`src/rtl/cp0_unit_pkg.sv`:
```
// rtl/cp0_unit_pkg.sv - shared CP0 register numbers, field positions and exception codes
// Purpose: constants shared by cp0_unit, cp0_int_arb and cp0_unit_if.
// Contents: register numbers (SR/Cause/EPC/PRId), field bit positions, ExcCode values.
package cp0_unit_pkg;

  localparam logic [4:0] CP0_SR    = 5'd12;
  localparam logic [4:0] CP0_CAUSE = 5'd13;
  localparam logic [4:0] CP0_EPC   = 5'd14;
  localparam logic [4:0] CP0_PRID  = 5'd15;

  // SR fields
  localparam int SR_IM_HI   = 15;
  localparam int SR_IM_LO   = 10;
  localparam int SR_EXL_BIT = 1;
  localparam int SR_IE_BIT  = 0;

  // Cause fields
  localparam int CAUSE_BD_BIT = 31;
  localparam int CAUSE_IP_HI  = 15;
  localparam int CAUSE_IP_LO  = 10;
  localparam int CAUSE_EXC_HI = 6;
  localparam int CAUSE_EXC_LO = 2;

  typedef enum logic [4:0] {
    EXC_INT     = 5'd0,
    EXC_ADEL    = 5'd4,
    EXC_ADES    = 5'd5,
    EXC_SYSCALL = 5'd8,
    EXC_RI      = 5'd10,
    EXC_OV      = 5'd12
  } exc_code_e;

endpackage

```
`src/rtl/cp0_unit_if.sv`:
```
// rtl/cp0_unit_if.sv - pipeline <-> CP0 bundle with master/slave modports
// Purpose: carries the M-stage exception bundle, mtc0/mfc0 access and CP0 results.
// master: pipeline side (drives A1/A2/DIn/mtc0_M/eret_M/PC_M/BDIn_M/Error_M/ExcCode_M/HWInt).
// slave : cp0_unit side (drives DOut/EPCOut/HandlerPC/Req/EXL).
interface cp0_unit_if;
  logic [4:0]  A1;
  logic [4:0]  A2;
  logic [31:0] DIn;
  logic        mtc0_M;
  logic        eret_M;
  logic [31:0] PC_M;
  logic        BDIn_M;
  logic        Error_M;
  logic [4:0]  ExcCode_M;
  logic [5:0]  HWInt;
  logic [31:0] DOut;
  logic [31:0] EPCOut;
  logic [31:0] HandlerPC;
  logic        Req;
  logic        EXL;

  modport master (
    output A1, A2, DIn, mtc0_M, eret_M, PC_M, BDIn_M, Error_M, ExcCode_M, HWInt,
    input  DOut, EPCOut, HandlerPC, Req, EXL
  );

  modport slave (
    input  A1, A2, DIn, mtc0_M, eret_M, PC_M, BDIn_M, Error_M, ExcCode_M, HWInt,
    output DOut, EPCOut, HandlerPC, Req, EXL
  );
endinterface

```
`src/rtl/cp0_int_arb.sv`:
```
// rtl/cp0_int_arb.sv - combinational interrupt/exception request arbiter
// Purpose: decides whether the M-stage row traps this cycle and which ExcCode is logged.
// Inputs : hwint_i, im_i, ie_i, exl_i, error_i, exc_code_i.
// Outputs: int_req_o, exc_req_o, req_o, sel_code_o.
module cp0_int_arb
  import cp0_unit_pkg::*;
(
  input  logic [5:0] hwint_i,
  input  logic [5:0] im_i,
  input  logic       ie_i,
  input  logic       exl_i,
  input  logic       error_i,
  input  logic [4:0] exc_code_i,
  output logic       int_req_o,
  output logic       exc_req_o,
  output logic       req_o,
  output logic [4:0] sel_code_o
);

  // EXL masks both sources so a handler is never re-entered before eret.
  assign int_req_o  = ie_i & ~exl_i & (|(hwint_i & im_i));
  assign exc_req_o  = error_i & ~exl_i;
  assign req_o      = int_req_o | exc_req_o;
  // An interrupt wins over a same-cycle exception; the exception re-raises after eret.
  assign sel_code_o = int_req_o ? EXC_INT : exc_code_i;

endmodule

```
`src/rtl/cp0_unit.sv`:
```
// rtl/cp0_unit.sv - MIPS coprocessor 0 at the M stage
// Purpose: SR/Cause/EPC/PRId registers, trap request, EPC capture, mfc0 reads.
// Ports  : clk, reset (async active-low), bus (cp0_unit_if.slave: exception bundle in,
//          DOut/EPCOut/HandlerPC/Req/EXL out).
// Option : CP0_EPC_FWD_EN forwards an in-flight mtc0 EPC write onto EPCOut.
module cp0_unit
  import cp0_unit_pkg::*;
#(
  parameter logic [31:0] PRID_VAL   = 32'h2022_0B07,
  parameter logic [31:0] HANDLER_PC = 32'h0000_4180
) (
  input  logic          clk,
  input  logic          reset,
  cp0_unit_if.slave     bus
);

  logic [5:0]  im_q, im_d;
  logic        exl_q, exl_d;
  logic        ie_q, ie_d;
  logic        bd_q, bd_d;
  logic [5:0]  ip_q, ip_d;
  logic [4:0]  exc_q, exc_d;
  logic [31:0] epc_q, epc_d;

  logic        int_req, exc_req, req;
  logic [4:0]  sel_code;
  logic [31:0] trap_pc;
  logic [31:0] sr_word, cause_word, rd_data, epc_out;

  cp0_int_arb u_arb (
    .hwint_i    (bus.HWInt),
    .im_i       (im_q),
    .ie_i       (ie_q),
    .exl_i      (exl_q),
    .error_i    (bus.Error_M),
    .exc_code_i (bus.ExcCode_M),
    .int_req_o  (int_req),
    .exc_req_o  (exc_req),
    .req_o      (req),
    .sel_code_o (sel_code)
  );

  // A delay-slot row restarts at its branch so the branch re-executes on return.
  always_comb begin
    trap_pc = bus.BDIn_M ? (bus.PC_M - 32'd4) : bus.PC_M;
    trap_pc = {trap_pc[31:2], 2'b00};
  end

  always_comb begin
    im_d  = im_q;
    exl_d = exl_q;
    ie_d  = ie_q;
    bd_d  = bd_q;
    exc_d = exc_q;
    epc_d = epc_q;
    ip_d  = bus.HWInt;
    if (req) begin
      exl_d = 1'b1;
      bd_d  = bus.BDIn_M;
      exc_d = sel_code;
      epc_d = trap_pc;
    end else if (bus.eret_M) begin
      exl_d = 1'b0;
    end else if (bus.mtc0_M) begin
      case (bus.A2)
        CP0_SR: begin
          im_d  = bus.DIn[SR_IM_HI:SR_IM_LO];
          exl_d = bus.DIn[SR_EXL_BIT];
          ie_d  = bus.DIn[SR_IE_BIT];
        end
        CP0_EPC: epc_d = bus.DIn;
        default: ;  // Cause is read-only to software; others ignored
      endcase
    end
  end

  always_ff @(posedge clk or negedge reset) begin
    if (!reset) begin
      im_q  <= '0;
      exl_q <= 1'b0;
      ie_q  <= 1'b0;
      bd_q  <= 1'b0;
      ip_q  <= '0;
      exc_q <= '0;
      epc_q <= '0;
    end else begin
      im_q  <= im_d;
      exl_q <= exl_d;
      ie_q  <= ie_d;
      bd_q  <= bd_d;
      ip_q  <= ip_d;
      exc_q <= exc_d;
      epc_q <= epc_d;
    end
  end

  assign sr_word    = {16'b0, im_q, 8'b0, exl_q, ie_q};
  assign cause_word = {bd_q, 15'b0, ip_q, 3'b0, exc_q, 2'b0};

  always_comb begin
    case (bus.A1)
      CP0_SR:    rd_data = sr_word;
      CP0_CAUSE: rd_data = cause_word;
      CP0_EPC:   rd_data = epc_q;
      CP0_PRID:  rd_data = PRID_VAL;
      default:   rd_data = 32'b0;
    endcase
  end

`ifdef CP0_EPC_FWD_EN
  // Lets an eret resolved in D pick up an EPC being written by mtc0 in M.
  assign epc_out = (bus.mtc0_M && (bus.A2 == CP0_EPC) && !req) ? bus.DIn : epc_q;
`else
  assign epc_out = epc_q;
`endif

  // Outputs are gated by reset so Req drops immediately when reset asserts mid-trap.
  assign bus.Req       = req & reset;
  assign bus.EXL       = exl_q;
  assign bus.DOut      = reset ? rd_data : 32'b0;
  assign bus.EPCOut    = reset ? epc_out : 32'b0;
  assign bus.HandlerPC = HANDLER_PC;

endmodule

```
`src/flat_wrapper.sv`:
```
// flat-port wrapper written by rule: the top's interface ports become plain ports
module cp0_unit_flat import cp0_unit_pkg::*;
#(
  parameter logic [31:0] PRID_VAL   = 32'h2022_0B07,
  parameter logic [31:0] HANDLER_PC = 32'h0000_4180
)
  (clk, reset, bus_A1, bus_A2, bus_DIn, bus_mtc0_M, bus_eret_M, bus_PC_M, bus_BDIn_M, bus_Error_M, bus_ExcCode_M, bus_HWInt, bus_DOut, bus_EPCOut, bus_HandlerPC, bus_Req, bus_EXL);
  cp0_unit_if bus_i ();
  input  logic clk;
  input  logic reset;
  input wire logic [$bits(bus_i.A1)-1:0] bus_A1;
  input wire logic [$bits(bus_i.A2)-1:0] bus_A2;
  input wire logic [$bits(bus_i.DIn)-1:0] bus_DIn;
  input wire logic [$bits(bus_i.mtc0_M)-1:0] bus_mtc0_M;
  input wire logic [$bits(bus_i.eret_M)-1:0] bus_eret_M;
  input wire logic [$bits(bus_i.PC_M)-1:0] bus_PC_M;
  input wire logic [$bits(bus_i.BDIn_M)-1:0] bus_BDIn_M;
  input wire logic [$bits(bus_i.Error_M)-1:0] bus_Error_M;
  input wire logic [$bits(bus_i.ExcCode_M)-1:0] bus_ExcCode_M;
  input wire logic [$bits(bus_i.HWInt)-1:0] bus_HWInt;
  output wire logic [$bits(bus_i.DOut)-1:0] bus_DOut;
  output wire logic [$bits(bus_i.EPCOut)-1:0] bus_EPCOut;
  output wire logic [$bits(bus_i.HandlerPC)-1:0] bus_HandlerPC;
  output wire logic [$bits(bus_i.Req)-1:0] bus_Req;
  output wire logic [$bits(bus_i.EXL)-1:0] bus_EXL;
  assign bus_i.A1 = bus_A1;
  assign bus_i.A2 = bus_A2;
  assign bus_i.DIn = bus_DIn;
  assign bus_i.mtc0_M = bus_mtc0_M;
  assign bus_i.eret_M = bus_eret_M;
  assign bus_i.PC_M = bus_PC_M;
  assign bus_i.BDIn_M = bus_BDIn_M;
  assign bus_i.Error_M = bus_Error_M;
  assign bus_i.ExcCode_M = bus_ExcCode_M;
  assign bus_i.HWInt = bus_HWInt;
  assign bus_DOut = bus_i.DOut;
  assign bus_EPCOut = bus_i.EPCOut;
  assign bus_HandlerPC = bus_i.HandlerPC;
  assign bus_Req = bus_i.Req;
  assign bus_EXL = bus_i.EXL;
  cp0_unit #(.PRID_VAL(PRID_VAL), .HANDLER_PC(HANDLER_PC)) u_core (.clk(clk), .reset(reset), .bus(bus_i));
endmodule
```
`config.mk`:
```
export PLATFORM = sky130hd
export DESIGN_NAME = cp0_unit_flat
export DESIGN_NICKNAME = d
export VERILOG_FILES = /design/src/rtl/cp0_unit_pkg.sv /design/src/rtl/cp0_unit_if.sv /design/src/rtl/cp0_int_arb.sv /design/src/rtl/cp0_unit.sv /design/src/flat_wrapper.sv
export SDC_FILE = /design/constraint.sdc
export NUM_CORES = 1
export LEC_CHECK = 0
export CAP_MARGIN = 15
export CORE_MARGIN = 3
export CORE_UTILIZATION = 41
export CTS_CLUSTER_DIAMETER = 40
export DETAILED_ROUTE_END_ITERATION = 7
export GPL_TIMING_DRIVEN = 0
export PLACE_DENSITY = 0.92
export SLEW_MARGIN = 20
export SYNTH_ARGS = -nofsm -noshare
export SYNTH_HDL_FRONTEND = slang
export SYNTH_SLANG_ARGS = --single-unit
```
`constraint.sdc`:
```
create_clock -name clk -period 2 [get_ports clk]
set_input_delay 0.4 -clock clk [delete_from_list [all_inputs] [get_ports clk]]
set_output_delay 0.4 -clock clk [all_outputs]
set_load 0.005 [all_outputs]
```
==> results_dict.tcl <==
set metrics [dict create \
    post-place-ws_ns -1.49 \
    grt.overflow.total 0 \
    wl_um 13200 \
    gp_congestion 0.826 \
    hold_path.class "input pin to async pin" \
    dr.pass1.iters 5 \
    cts_tree "yes" \
    clock_path_buffers 2 \
    vias 3802 \
    worstPathArrival_ns 1.69 \
    nets 715 \
    fp.dieH_um 101 \
    netlist_area_mm2 0.00374 \
    drc 0 \
    path_buf_inv 2 \
    grt_usage_pct 24.7 \
    rows 34 \
    yosysTopAreaCellShare_pct 34.8 \
    htreeDepth 2 \
    rsz0062_at_grt "yes" \
    critPathRequiredTime_ns 1.60 \
    cpLargestDelayFamily "compound AO/OA/AOI/OAI gates" \
    clock.fmax_mhz 478 \
    via_per_inst 5.19 \
    finalMaxSlewViolations 0 \
    num_io_pins 189 \
    ys_top_cells_by_count "mux2i_1, dfrtp_1, and2_1" \
    cts_root_buf "clkbuf_8" \
    ys_ff_latch 52 \
    rrSetupSlack_ns -0.02 \
    synth_area_leaders "dfrtp_1, mux2i_1, and2_1" \
    dieArea_mm2 0.0103 \
    finalNonFillerCells 732 \
    cts_buffers 5 \
    power_density_mw_per_mm2 557 \
    hold_viol 0 \
    fp.coreArea_mm2 0.00881 \
    place.port_buffers 152 \
    period_minus_slack_ns 2.09 \
    drive_above_1_share_pct 25.0 \
    die_x_um 101 \
    antenna_found_initial 0 \
    yosysSeqAreaShare_pct 34.8 \
    vdd_drop_max_mv 0.351 \
    syn_area_per_cell_um2 9.28 \
    fin_hold_ws_ns 0.0123 \
    dp_hpwl_um 9490 \
    area_growth_pct 66.2 \
    synthesis.instances 403 \
    run_status "complete, but fails checks" \
    yosys_warnings 0 \
    drtIter0Drc 205 \
    finalCritPeriodShare_pct 105 \
    cp-end-kind "output port" \
    grt_pass1_wl_um 19800 \
    yosysUniqueCellTypes 49 \
    ant_nets 0 \
    grt_max_degree 30 \
    path_cells "a22oi_2 > a31oi_4 > o21ba_4 > buf_8 > and2_4 > buf_6" \
    clk_latency_ns 0.31 \
    violations "setup timing" \
    antenna_cells 0 \
    critPathSlowestCell "dfrtp_1" \
    wl_per_cell_um 18.1 \
    start_util_pct 42.5 \
    synth-main-ff-cell "dfrtp_1" \
    maxCapViolCount 0 \
    synth_edf_count 0 \
    critPathMaxFanout 3 \
    grt_pass1_vias 3833 \
    setup_viol 10 \
    fin_ws_ns -0.0924 \
    leakagePower_nw 2.90 \
    path_class "flip-flop to output port" \
    synth_top_area_cell "dfrtp_1" \
    cts_sinks 52 \
    startpoint_type "flip-flop" \
    tns_ns -0.214 \
    async_flop_share_pct 100 \
    synth_most_common_cell "mux2i_1" \
    slowest_delay_ns 0.42 \
    placed_cells 693 \
    finClkSkew_ns 0.00566 \
    clkTransAtPathRegs_ns 0.10 \
    p_total_mw 3.46 \
]
## cell usage in the layout (no fill, tap or decap), types with 3 or more instances in the layout
cell type	instances
xnor2_1	19
dlygate4sd2_1	31
buf_6	16
dfrtp_1	52
clkbuf_4	3
buf_4	54
nor3_1	11
and2_1	39
nor4_4	4
conb_1	32
buf_2	11
mux2i_1	55
mux2_2	8
or3_1	3
clkbuf_2	4
xor2_1	5
dlymetal6s2s_1	4
nor3_2	5
nor2_1	36
and2_4	7
a22o_1	5
a22oi_2	3
a21oi_1	13
clkdlybuf4s50_1	99
a211oi_1	3
o21ai_0	11
inv_1	5
a22oi_1	5
clkbuf_8	8
nor2b_1	4
nand2_1	17
## cells by family (layout without fill, tap and decap cells)
family                     Yosys count  count (layout)  synth area share (%)
DFF                                 52              52                  34.8
xor gates and xnor gates            24              24                  5.62
other                                2              32                 0.201
adders and majority gates            1               1                 0.335
AOI/OAI and AO/OA                   47              47                  8.13
and+or+nand+nor                    156             156                  24.5
buffers and inverters               58             249                  9.27
muxes                               63              63                  17.1
## power breakdown
part	internal [mW]	switching (mW)	leakage (nW)	total [mW]
clock network	0.504	0.390	0.0687	0.894
registers	1.25	0.157	0.627	1.40
logic	0.695	0.469	2.20	1.16
## through the flow
stage / util (%) / instance area, um2
3_5_place_dp: 62.5 / 5510
5_1_grt: 70.6 / 6210
2_1_floorplan: - / 3850
3_3_place_gp: 62.5 / 5510
4_1_cts: 69.2 / 6090
6_report: 70.6 / 6210
## state kept, by name, indices dropped and copies added (netlist names)
register / cells
u_core.im_q: 6
u_core.bd_q: 1
u_core.bus.EXL: 1
u_core.exc_q: 5
u_core.ip_q: 6
u_core.ie_q: 1
u_core.epc_out: 32
## path summary, 6_finish.rpt
path | from | to | depth (start not counted)
worst min-delay path | reset | u_core.im_q[4]$_DFFE_PN0P_ | 1
worst max register to register | u_core.im_q[4]$_DFFE_PN0P_ | u_core.ie_q$_DFFE_PN0P_ | 9
max in group asynchronous | reset | u_core.epc_out[25]$_DFFE_PN0P_ | 2
worst max-delay path | u_core.im_q[4]$_DFFE_PN0P_ | bus_Req | 6
worst min register to register | u_core.bd_q$_DFFE_PN0N_ | u_core.bd_q$_DFFE_PN0N_ | 2
min in group clk | bus_HWInt[2] | u_core.ip_q[2]$_DFF_PN0_ | 1
## timing repair
action                                  CTS  global route
endpoints found under the hold margin     8             0
resized for setup                       162            33
endpoints found under the setup margin  106            67
pin swaps                                14             7
buffers inserted                         26             2
gates cloned                              3             1
hold buffers                              1             0
## routing by layer
metal | global-route usage (%) | wire length, um | part of all wire (%) | vias up
met3 | 3.65 | 847 | 6.4 | 18
li1 | - | - | - | 1770
met4 | 6.34 | 206 | 1.6 | 0
met2 | 43.1 | 6770 | 51 | 185
met5 | 0 | 0 | 0 | -
met1 | 32.2 | 5420 | 41 | 1829
## cell type report
cell class                 count  area, um2
buffer                        52        409
clock buffer                   5       68.8
clock inverter                 3       68.8
fill                         664       2590
inverter                       5       18.8
multi-input combinational    323       2400
sequential                    52       1300
tap                          108        135
timing repair buffer         184       1810
No activity file was read; power rests on OpenSTA's default activity.
